`config.mk`:
```
export PLATFORM = sky130hd
export DESIGN_NAME = bus2_rx_deserializer_flat
export DESIGN_NICKNAME = d
export VERILOG_FILES = /design/src/rtl/bus2_rx_pkg.sv /design/src/rtl/bus2_rx_deserializer_if.sv /design/src/rtl/bus2_rx_fifo.sv /design/src/rtl/bus2_rx_deserializer.sv /design/src/flat_wrapper.sv
export SDC_FILE = /design/constraint.sdc
export NUM_CORES = 1
export LEC_CHECK = 0
export BUFFER_PORTS_ARGS = -buffer_cell sky130_fd_sc_hd__buf_2
export CAP_MARGIN = 20
export CORE_ASPECT_RATIO = 0.8
export CORE_MARGIN = 2
export CORE_UTILIZATION = 40
export CTS_CLUSTER_DIAMETER = 80
export CTS_CLUSTER_SIZE = 24
export DETAILED_ROUTE_END_ITERATION = 16
export PLACE_DENSITY = 0.54
export SETUP_SLACK_MARGIN = 0.02
export SYNTH_ARGS = -nofsm -noshare
export SYNTH_HDL_FRONTEND = slang
export SYNTH_HIERARCHICAL = 1
export SYNTH_SLANG_ARGS = --single-unit
```
`constraint.sdc`:
```
create_clock -name clk -period 2.4 [get_ports clk]
set_input_delay 0 -clock clk [delete_from_list [all_inputs] [get_ports clk]]
set_output_delay 0 -clock clk [all_outputs]
set_load 0.05 [all_outputs]
```
`src/rtl/bus2_rx_pkg.sv`:
```
// bus2_rx_pkg: shared types and constants for the 2-bit lane receive path.
//   LANE_W          : width of one lane beat (2 bits)
//   bus2_rx_state_t : receive FSM states (COLLECT, PARITY)
//   BUS2_BEATS()    : number of lane beats that make up one word
package bus2_rx_pkg;

  localparam int LANE_W = 2;

  typedef enum logic [0:0] {
    COLLECT = 1'b0,
    PARITY  = 1'b1
  } bus2_rx_state_t;

  function automatic int BUS2_BEATS(input int word_w);
    return word_w / LANE_W;
  endfunction

endpackage

```
`src/rtl/bus2_rx_deserializer_if.sv`:
```
// bus2_rx_deserializer_if: lane input and word output signals of the
// deserializer, bundled as one interface.
//   lane_valid/lane_data/lane_sync : 2-bit beat stream from the tile array
//   word_valid/word_ready/word_data: word handshake towards the consumer
//   fifo_level                     : words currently buffered
//   overflow/parity_err            : one-cycle status pulses
// Modports: slave = deserializer side, master = lane driver / consumer side.
interface bus2_rx_deserializer_if #(
  parameter int WORD_W     = 8,
  parameter int FIFO_DEPTH = 4
) ();
  import bus2_rx_pkg::*;

  logic                        lane_valid;
  logic [LANE_W-1:0]           lane_data;
  logic                        lane_sync;
  logic                        word_valid;
  logic                        word_ready;
  logic [WORD_W-1:0]           word_data;
  logic [$clog2(FIFO_DEPTH):0] fifo_level;
  logic                        overflow;
  logic                        parity_err;

  modport slave (
    input  lane_valid, lane_data, lane_sync, word_ready,
    output word_valid, word_data, fifo_level, overflow, parity_err
  );

  modport master (
    output lane_valid, lane_data, lane_sync, word_ready,
    input  word_valid, word_data, fifo_level, overflow, parity_err
  );

endinterface

```
`src/rtl/bus2_rx_fifo.sv`:
```
// bus2_rx_fifo: synchronous word FIFO with combinational head read.
//   clk, rst_n : clock, asynchronous active-low reset (pointers only)
//   push_i     : write data_i; accepted when not full, or full with a pop
//   data_i     : word to write
//   pop_i      : consumer takes the head (ignored while empty)
//   full_o     : DEPTH words stored
//   empty_o    : no words stored
//   level_o    : number of stored words
//   head_o     : oldest word, forced to 0 while empty
module bus2_rx_fifo #(
  parameter int WIDTH = 8,
  parameter int DEPTH = 4
) (
  input  logic                     clk,
  input  logic                     rst_n,
  input  logic                     push_i,
  input  logic [WIDTH-1:0]         data_i,
  input  logic                     pop_i,
  output logic                     full_o,
  output logic                     empty_o,
  output logic [$clog2(DEPTH):0]   level_o,
  output logic [WIDTH-1:0]         head_o
);

  localparam int AW = $clog2(DEPTH);

  logic [WIDTH-1:0] mem [DEPTH];
  logic [AW:0]      wr_q, wr_d;
  logic [AW:0]      rd_q, rd_d;
  logic             do_push, do_pop;

  // The extra MSB on each pointer separates full (MSBs differ) from empty.
  assign empty_o = (wr_q == rd_q);
  assign full_o  = (wr_q[AW] != rd_q[AW]) && (wr_q[AW-1:0] == rd_q[AW-1:0]);
  assign level_o = wr_q - rd_q;

  assign do_pop  = pop_i && !empty_o;
  // A pop in the same cycle frees the slot, so a push into a full FIFO is kept.
  assign do_push = push_i && (!full_o || do_pop);

  always_comb begin
    wr_d = wr_q;
    rd_d = rd_q;
    if (do_push) wr_d = wr_q + 1'b1;
    if (do_pop)  rd_d = rd_q + 1'b1;
  end

  always_ff @(posedge clk or negedge rst_n) begin
    if (!rst_n) begin
      wr_q <= '0;
      rd_q <= '0;
    end else begin
      wr_q <= wr_d;
      rd_q <= rd_d;
    end
  end

  // Storage carries no reset; the empty gate on head_o hides stale contents.
  always_ff @(posedge clk) begin
    if (do_push) mem[wr_q[AW-1:0]] <= data_i;
  end

  assign head_o = empty_o ? '0 : mem[rd_q[AW-1:0]];

endmodule

```
`src/rtl/bus2_rx_deserializer.sv`:
```
// bus2_rx_deserializer: collects 2-bit lane beats LSB-first into WORD_W-bit
// words and buffers them in a small FIFO for the downstream consumer.
//   clk   : sole clock, rising edge
//   rst_n : asynchronous active-low reset
//   bus   : bus2_rx_deserializer_if.slave (lane input, word output, status)
// Optional feature macro BUS2_RX_PARITY_EN: each word is followed by a parity
// beat {reserved, p} with p the even parity of the word; mismatching words are
// dropped and parity_err pulses. Without the macro parity_err is tied to 0.
module bus2_rx_deserializer
  import bus2_rx_pkg::*;
#(
  parameter int WORD_W     = 8,
  parameter int FIFO_DEPTH = 4
) (
  input  logic                   clk,
  input  logic                   rst_n,
  bus2_rx_deserializer_if.slave  bus
);

  localparam int BEATS = BUS2_BEATS(WORD_W);
  localparam int CNT_W = $clog2(BEATS);
  localparam int LVL_W = $clog2(FIFO_DEPTH) + 1;
  localparam logic [CNT_W-1:0] LAST_BEAT = CNT_W'(BEATS - 1);

  bus2_rx_state_t    state_q, state_d;
  logic [CNT_W-1:0]  cnt_q, cnt_d;
  logic [WORD_W-1:0] word_q, word_d;
  logic [WORD_W-1:0] push_word;
  logic              push;
  logic              ovf_q, ovf_d;
  logic              fifo_full, fifo_empty;
  logic [LVL_W-1:0]  fifo_level;
  logic [WORD_W-1:0] fifo_head;
`ifdef BUS2_RX_PARITY_EN
  logic              perr_q, perr_d;
`endif

  always_comb begin
    state_d   = state_q;
    cnt_d     = cnt_q;
    word_d    = word_q;
    push      = 1'b0;
    push_word = word_q;
`ifdef BUS2_RX_PARITY_EN
    perr_d    = 1'b0;
`endif
    if (bus.lane_sync) begin
      // Realign: the partial word is discarded; a beat arriving now opens
      // the next word as beat 0.
      state_d = COLLECT;
      cnt_d   = '0;
      word_d  = '0;
      if (bus.lane_valid) begin
        word_d[LANE_W-1:0] = bus.lane_data;
        cnt_d              = CNT_W'(1);
      end
    end else if (bus.lane_valid) begin
      case (state_q)
        COLLECT: begin
          word_d[cnt_q*LANE_W +: LANE_W] = bus.lane_data;
          if (cnt_q == LAST_BEAT) begin
            cnt_d = '0;
`ifdef BUS2_RX_PARITY_EN
            state_d = PARITY;
`else
            push      = 1'b1;
            push_word = word_d;
`endif
          end else begin
            cnt_d = cnt_q + 1'b1;
          end
        end
`ifdef BUS2_RX_PARITY_EN
        PARITY: begin
          // Only bit 0 of the parity beat carries p; bit 1 is reserved.
          state_d = COLLECT;
          cnt_d   = '0;
          if (bus.lane_data[0] == ^word_q) push   = 1'b1;
          else                             perr_d = 1'b1;
        end
`endif
        default: state_d = COLLECT;
      endcase
    end
  end

  // A full FIFO is never empty, so a pop is pending exactly when ready is high.
  assign ovf_d = push && fifo_full && !bus.word_ready;

  always_ff @(posedge clk or negedge rst_n) begin
    if (!rst_n) begin
      state_q <= COLLECT;
      cnt_q   <= '0;
      ovf_q   <= 1'b0;
`ifdef BUS2_RX_PARITY_EN
      perr_q  <= 1'b0;
`endif
    end else begin
      state_q <= state_d;
      cnt_q   <= cnt_d;
      ovf_q   <= ovf_d;
`ifdef BUS2_RX_PARITY_EN
      perr_q  <= perr_d;
`endif
    end
  end

  // Assembly register carries no reset: every bit is rewritten before a push.
  always_ff @(posedge clk) begin
    word_q <= word_d;
  end

  bus2_rx_fifo #(
    .WIDTH (WORD_W),
    .DEPTH (FIFO_DEPTH)
  ) u_fifo (
    .clk     (clk),
    .rst_n   (rst_n),
    .push_i  (push),
    .data_i  (push_word),
    .pop_i   (bus.word_ready),
    .full_o  (fifo_full),
    .empty_o (fifo_empty),
    .level_o (fifo_level),
    .head_o  (fifo_head)
  );

  assign bus.word_valid = !fifo_empty;
  assign bus.word_data  = fifo_head;
  assign bus.fifo_level = fifo_level;
  assign bus.overflow   = ovf_q;
`ifdef BUS2_RX_PARITY_EN
  assign bus.parity_err = perr_q;
`else
  assign bus.parity_err = 1'b0;
`endif

endmodule

```
`src/flat_wrapper.sv`:
```
// flat-port wrapper written by rule: the top's interface ports become plain ports
module bus2_rx_deserializer_flat import bus2_rx_pkg::*;
#(
  parameter int WORD_W     = 8,
  parameter int FIFO_DEPTH = 4
)
  (clk, rst_n, bus_lane_valid, bus_lane_data, bus_lane_sync, bus_word_ready, bus_word_valid, bus_word_data, bus_fifo_level, bus_overflow, bus_parity_err);
  bus2_rx_deserializer_if #(.WORD_W(WORD_W), .FIFO_DEPTH(FIFO_DEPTH)) bus_i ();
  input  logic clk;
  input  logic rst_n;
  input wire logic [$bits(bus_i.lane_valid)-1:0] bus_lane_valid;
  input wire logic [$bits(bus_i.lane_data)-1:0] bus_lane_data;
  input wire logic [$bits(bus_i.lane_sync)-1:0] bus_lane_sync;
  input wire logic [$bits(bus_i.word_ready)-1:0] bus_word_ready;
  output wire logic [$bits(bus_i.word_valid)-1:0] bus_word_valid;
  output wire logic [$bits(bus_i.word_data)-1:0] bus_word_data;
  output wire logic [$bits(bus_i.fifo_level)-1:0] bus_fifo_level;
  output wire logic [$bits(bus_i.overflow)-1:0] bus_overflow;
  output wire logic [$bits(bus_i.parity_err)-1:0] bus_parity_err;
  assign bus_i.lane_valid = bus_lane_valid;
  assign bus_i.lane_data = bus_lane_data;
  assign bus_i.lane_sync = bus_lane_sync;
  assign bus_i.word_ready = bus_word_ready;
  assign bus_word_valid = bus_i.word_valid;
  assign bus_word_data = bus_i.word_data;
  assign bus_fifo_level = bus_i.fifo_level;
  assign bus_overflow = bus_i.overflow;
  assign bus_parity_err = bus_i.parity_err;
  bus2_rx_deserializer #(.WORD_W(WORD_W), .FIFO_DEPTH(FIFO_DEPTH)) u_core (.clk(clk), .rst_n(rst_n), .bus(bus_i));
endmodule
```
==> results of run 1 <==
## final timing paths
check,cells past startpoint,start,slack (ps),to
max in group asynchronous,2,rst_n,2130,u_core/u_fifo/wr_q[0]$_DFFE_PN0P_
hold / removal,2,bus_lane_sync,20,u_core/word_q[4]$_SDFFE_PP0P_
setup / recovery,6,u_core/u_fifo/wr_q[0]$_DFFE_PN0P_,230,bus_word_data[5]
hold reg to reg,2,u_core/word_q[7]$_SDFFE_PP0P_,490,u_core/word_q[7]$_SDFFE_PP0P_
setup reg to reg,4,u_core/cnt_q[0]$_DFFE_PN0P_,430,u_core/u_fifo/mem[2][0]$_DFFE_PP_
min in group asynchronous,2,rst_n,90,u_core/cnt_q[0]$_DFFE_PN0P_
## Yosys cell counts, drive strengths merged (3+ instances only)
cell type,number,area (sq um)
nand2,16,60.06
a22o,5,43.79
nor3b,3,22.52
buf,5,36.28
nand3b,3,35.03
nor2b,11,68.82
mux4,8,180.2
inv,9,33.78
xnor2,5,43.79
edfxtp,34,1021
dfrtp,9,225.2
ha,12,150.1
and2,5,38.79
a32oi,4,35.03
nor2,10,37.54
dfxtp,6,120.1
## power by group
part           switching [mW]  internal, mW
clock network           0.265         0.313
logic                    1.13         0.495
registers              0.0631         0.967
total                    1.46          1.77
## timing repair
item,4_1_cts,5_1_grt
endpoints found under the setup margin,0,0
endpoints found under the hold margin,10,0
buffers inserted,0,0
hold buffers,2,0
## per-stage QoR
step / hold slack [ps] / utilization
CTS: 10.47 / 0.4597
floorplan: -295.6 / -
global route: 26.41 / 0.4597
global placement: -130.4 / 0.4372
detailed placement: -128.9 / 0.4372
finish: 23.00 / 0.4597
## registers in the layout, summed over array words and instances, names as in the netlist
name                 cells
u_core/bus.overflow      1
u_core/u_fifo/mem       32
u_core/u_fifo/rd_q       3
u_core/cnt_q             2
u_core/u_fifo/wr_q       3
u_core/word_q            8
## placed cells by master (no fill, tap or decap), drive strengths merged, types with 3 or more instances in the layout
cell type,instances
nor2b,11
nand3b,3
nand2,16
dfxtp,6
and2,5
a22o,5
clkbuf,6
xnor2,5
dfrtp,9
buf,21
nor2,10
nor3b,3
edfxtp,34
ha,12
inv,9
mux4,8
a32oi,4
## kinds of logic after synthesis
family | count (synthesis) | share of synthesized area
simple gates | 56 | 0.1367
flops | 49 | 0.5717
compound gates | 20 | 0.07382
buf+inv | 16 | 0.03246
fa+ha+maj | 13 | 0.07120
mux | 11 | 0.09057
xor+xnor | 6 | 0.02199
other cells | 1 | 0.001569
## cell type report
class / count / share of cell area
flip-flops and latches: 49 / 0.5081
inverters: 9 / 0.01256
well taps: 81 / 0.03769
clock inverters: 2 / 0.01443
repair buffers: 23 / 0.04839
clock buffers: 6 / 0.02699
multi-input cells: 107 / 0.3518
## critical path, cell delays in order, from the launching register on
cell     delay (ps)
dfrtp_1         380
inv_1           110
ha_1            320
nand2_1         150
nor2_1          570
nor2b_1         110
buf_2           240
## metal layers
layer / GRT usage / routed length (microns) / share of wire / up-vias
met5: 0 / 0 / 0 / -
met4: 0.04615 / 46 / 0.011 / 0
met3: 0.02789 / 168 / 0.038 / 5
met2: 0.2423 / 1992 / 0.46 / 39
met1: 0.1939 / 2162 / 0.49 / 699
li1: - / - / - / 676
==> metrics.md, run 1 <==
| Metric | Value |
|---|---|
| Mapped Nets | `192` |
| Detail Route Antenna Nets | `0` |
| Worst-Margin Slew | `677.3 ps` |
| Flops & latches, synth | `49` |
| Largest fanout on the critical path | `9` |
| Diodes inserted | `0` |
| Synth-to-Final Area Change | `12.51%` |
| Detailed-route via count | `1419` |
| Row Count | `25` |
| Placed Area | `2557 sq um` |
| Vias/cell | `5.123` |
| Critical Path Start Type | `flip-flop` |
| Max Root-Sink Buffers | `2` |
| Worst vdd ir | `0.0005013 V` |
| Max Cap Viol | `0` |
| WP data arrival | `2170 ps` |
| Layout Cells excl Fill | `277` |
| Final worst slack | `226.8 ps` |
| Setup slack at placement | `475.6 ps` |
| Dpl cells | `267` |
| Avg Cell Area, Syn | `13.89 sq um` |
| PD cells | `1203 nW/um^2` |
| Setup TNS | `0 ps` |
| Area occupied by multi-input gates | `945.9 sq um` |
| Final Instance Area | `2689 sq um` |
| Routed WL per cell | `15.78 microns` |
| Final #Nets | `215` |
| Top FF cell, synth | `edfxtp_1` |
| Sequential fraction of the synthesis area | `0.5717` |
| All-Layer GR Usage | `0.1447` |
| Total CTS buffers | `5` |
| Die W | `90.42 microns` |
| DRC violations left | `0` |
| Fin crit share | `0.9055` |
| Die area | `6613 sq um` |
| Height of the die | `73.14 microns` |
| Largest net degree at the start of global routing | `16` |
| Starting Density | `0.4086` |
| Post-synth design cell area | `2390 sq um` |
| CTS tree | `built` |
| Reg clk slew, reported paths | `90 ps` |
| Number of synthesized flops with an enable pin | `34` |
| Hold Crit Class | `input pin to flip-flop` |
| Layout cells sized above 1 | `0.2551` |
| Slew margin rel. | `0.5468` |
| Leakage | `1.093 nW` |
| Post-CTS resize count | `0` |
| Initial DRC count | `80` |
| Fmax | `460.1 MHz` |
| Area of the core | `5849 sq um` |
| Worst clock skew | `3.706 ps` |
| Pre-antenna DRT Iters | `4` |
| CTS H-tree lvls | `2` |
| Overflow after GRT | `0` |
| I/O Buffers | `19` |
| CP required | `2400 ps` |
| RSZ-0062 raised after global routing | `false` |
| Syn Inst Count | `172` |
| Vias in the first global route | `1466` |
| Final setup violation count | `0` |
| Initial antenna violation count | `0` |
| Unique masters post-synth | `43` |
| Async S/R FF share, synth | `0.1837` |
| Filler cell count in the final layout | `556` |
| Clk_lat worst skew | `290 ps` |
| Clk Tree Root Cell | `clkbuf_8` |
| Worst Setup End Kind | `output port` |
| Final wirelength | `4.371 mm` |
| Number of top-level pins | `21` |
| Max-slew violations | `0` |
| Final Power | `3.233 mW` |
| Outcome | `completed` |
| CTS sink cnt | `49` |
| First-pass GRT wire length | `7.286 mm` |
| Placer Congestion | `0.8323` |
| Setup CP Type | `flip-flop to output port` |
| Ys Warns | `6` |
| DPL Wire Length | `3.282 mm` |
| FF+latch area | `1366 sq um` |
| Final Hold Fails | `0` |
| Tmin final | `2173 ps` |
Power figures use the tool's default switching activity.
==> inputs of run 2 (changes only) <==
==> constraint.sdc (replaced) <==
create_clock -name clk -period 2 [get_ports clk]
set_input_delay 0 -clock clk [delete_from_list [all_inputs] [get_ports clk]]
set_output_delay 0 -clock clk [all_outputs]
set_load 0.05 [all_outputs]
==> run 2 against run 1 <==
Design area grew 1.5%. Utilization rose by 0.71 points. Critical path depth is 1 higher. Hold slack worse by 6.3 ps. Via count decreased by 0.42%. Die area did not move. Count of clock-buffer cells in the layout is 1 lower. Sequential cell count is the same. Critical path type unchanged. Wire length increased by 1.7%. First-iteration DRC count is 28% lower. Sequential share of layout area fell by 0.72 points.
==> metrics.md, run 2 (same netlist as run 1, synthesis figures left out) <==
| Metric | Value |
|---|---|
| End of the worst hold path | `u_core/word_q[5]$_SDFFE_PP0P_ (was u_core/word_q[4]$_SDFFE_PP0P_)` |
| Hold path start | `bus_lane_sync (unchanged)` |
| Commonest cells after routing, fill and taps aside | `edfxtp_1, nand2_1, buf_2 (was edfxtp_1, buf_2, nand2_1)` |
| Worst r2r dst | `u_core/u_fifo/mem[3][2]$_DFFE_PP_ (was u_core/u_fifo/mem[2][0]$_DFFE_PP_)` |
| Fin crit share | `0.9239` |
| Final #Nets | `216 (was 215)` |
| I/O Buffers | `19 (unchanged)` |
| Starting Density | `0.4086 (unchanged)` |
| Final Util | `0.4667 (was 0.4597)` |
| Worst path cell trace | `inv_1 > ha_4 > nand2_4 > nor2_1 > buf_4 > nor2b_1 > buf_2 (was inv_1 > ha_1 > nand2_1 > nor2_1 > nor2b_1 > buf_2)` |
| Height of the die | `73.14 microns (unchanged)` |
| Max reg flops | `32 (unchanged)` |
| Initial DRC count | `58 (was 80)` |
| R2R cell count | `5 (was 4)` |
| Largest net degree at the start of global routing | `17 (was 16)` |
| Worst Setup End Kind | `output port (unchanged)` |
| DPL Wire Length | `3.167 mm (was 3.282 mm)` |
| Reg clk slew, reported paths | `90 ps (about the same)` |
| All-Layer GR Usage | `0.1441 (was 0.1447)` |
| Placer Congestion | `0.8074 (was 0.8323)` |
| RSZ-0062 raised after global routing | `false (unchanged)` |
| Final Hold Fails | `0 (unchanged)` |
| CTS sink cnt | `49 (unchanged)` |
| Crit path launch | `u_core/u_fifo/wr_q[0]$_DFFE_PN0P_ (unchanged)` |
| Largest fanout on the critical path | `9 (unchanged)` |
| Detail Route Antenna Nets | `0 (unchanged)` |
| Worst path top cell family by delay | `buffers and inverters (was simple AND/OR/NAND/NOR gates)` |
| Clk Tree Root Cell | `clkbuf_8 (unchanged)` |
| Vias in the first global route | `1393 (was 1466)` |
| Synth-to-Final Area Change | `14.24% (was 12.51%)` |
| Hold Path Cell Cnt | `2 (unchanged)` |
| CTS H-tree lvls | `2 (unchanged)` |
| Worst vdd ir | `0.0007831 V (was 0.0005013 V)` |
| CTS tree | `built (unchanged)` |
| Layout cells sized above 1 | `0.2893 (was 0.2551)` |
| Final setup violation count | `0 (unchanged)` |
| Number of top-level pins | `21 (unchanged)` |
| First-pass GRT wire length | `7.265 mm (was 7.286 mm)` |
| Setup TNS | `0 ps (unchanged)` |
| Commonest non-fill, non-tap cell in the layout | `edfxtp_1 (unchanged)` |
| Die area | `6613 sq um (unchanged)` |
| PD cells | `1463 nW/um^2 (was 1203 nW/um^2)` |
| Max-slew violations | `0 (unchanged)` |
| Worst clock skew | `4.553 ps (was 3.706 ps)` |
| Fmax | `541.2 MHz` |
| Final wirelength | `4.447 mm (was 4.371 mm)` |
| R2r setup slk | `170 ps (was 430 ps)` |
| Outcome | `completed (unchanged)` |
| Critical Path Start Type | `flip-flop (unchanged)` |
| CP peak stage delay | `410 ps (was 570 ps)` |
| Row Count | `25 (unchanged)` |
| R2r startpoint | `u_core/cnt_q[0]$_DFFE_PN0P_ (unchanged)` |
| Routed WL per cell | `16.00 microns (was 15.78 microns)` |
| Clk_lat worst skew | `300 ps (was 290 ps)` |
| Layout Cells excl Fill | `278 (was 277)` |
| Total CTS buffers | `5 (unchanged)` |
| Max Cap Viol | `0 (unchanged)` |
| Slowest stage cell, crit path | `dfrtp_1 (was nor2_1)` |
| CP required | `2000 ps (was 2400 ps)` |
| Max Root-Sink Buffers | `2 (unchanged)` |
| Dpl cells | `268 (was 267)` |
| DRC violations left | `0 (unchanged)` |
| Leakage | `1.100 nW (was 1.093 nW)` |
| Vias/cell | `5.083 (was 5.123)` |
| Diodes inserted | `0 (unchanged)` |
| Setup CP Type | `flip-flop to output port (unchanged)` |
| Tmin final | `1848 ps` |
| WP data arrival | `1850 ps (was 2170 ps)` |
| Overflow after GRT | `0 (unchanged)` |
| Hold Crit Class | `input pin to flip-flop (unchanged)` |
| Die W | `90.42 microns (unchanged)` |
| Initial antenna violation count | `0 (unchanged)` |
| Worst path bufs/invs | `3 (was 2)` |
| Postcts setup bufs | `0 (unchanged)` |
| Pre-antenna DRT Iters | `4 (unchanged)` |
| Area of the core | `5849 sq um (unchanged)` |
| Detailed-route via count | `1413 (was 1419)` |
## run 2: changes by cell type in the layout (fill, tap and decap cells not counted), moves of 2 or more
cell     previous run  this run
buf_6               0         3
buf_4               2         6
buf_2              19        12
nor2b_1            11         9
nor2b_2             0         2
## run 2: final cells by class
type	count	area, sq um
inverter	9	33.78
clock buffer	5	68.82
sequential	49	1368
timing repair buffer	24	166.4
tap	81	101.3
multi-input combinational	107	970.9
fill	533	3119
clock inverter	3	21.27
## run 2: per-layer routing
| layer | track usage | wire length (microns) |
|---|---|---|
| met5 | 0 | 0 |
| met4 | 0.04103 | 34 |
| met3 | 0.03202 | 129 |
| met2 | 0.2389 | 2109 |
| met1 | 0.1938 | 2174 |
## run 2: per-stage QoR
stage / hold WS, ps / cell area (sq um) / worst slack (ps) / power (mW)
finish: 16.68 / 2730 / 152.3 / 3.994
global route: 19.81 / 2730 / 55.28 / 4.237
CTS: 11.77 / 2688 / 53.00 / 3.904
detailed placement: -132.3 / 2565 / 74.97 / 3.262
global placement: -134.3 / 2565 / 147.7 / 3.228
floorplan: -295.6 / 2391 / 51.23 / 2.806
## run 2: timing repair
action,CTS,global route
hold endpoints to repair,10,0
hold buffers,2,0
endpoints found under the setup margin,8,48
gates resized for setup,5,13
## run 2: where the power goes
part           switching (mW)  total, mW  internal, mW  leakage [nW]
Sequential             0.0794       1.24          1.16         0.496
Combinational            1.42       2.18         0.755         0.560
Clock                   0.330      0.578         0.248        0.0445
## run 2: worst max-delay path by stage
stage	endpoint	slack, ps	depth (start not counted)
after detailed placement	u_core/u_fifo/mem[0][2]$_DFFE_PP_	70	5
final	bus_word_data[4]	150	7
after floorplan	bus_word_data[0]	50	6
after global routing	bus_word_data[5]	60	7
after CTS	bus_word_data[1]	50	7
after global placement	u_core/u_fifo/mem[1][0]$_DFFE_PP_	150	5
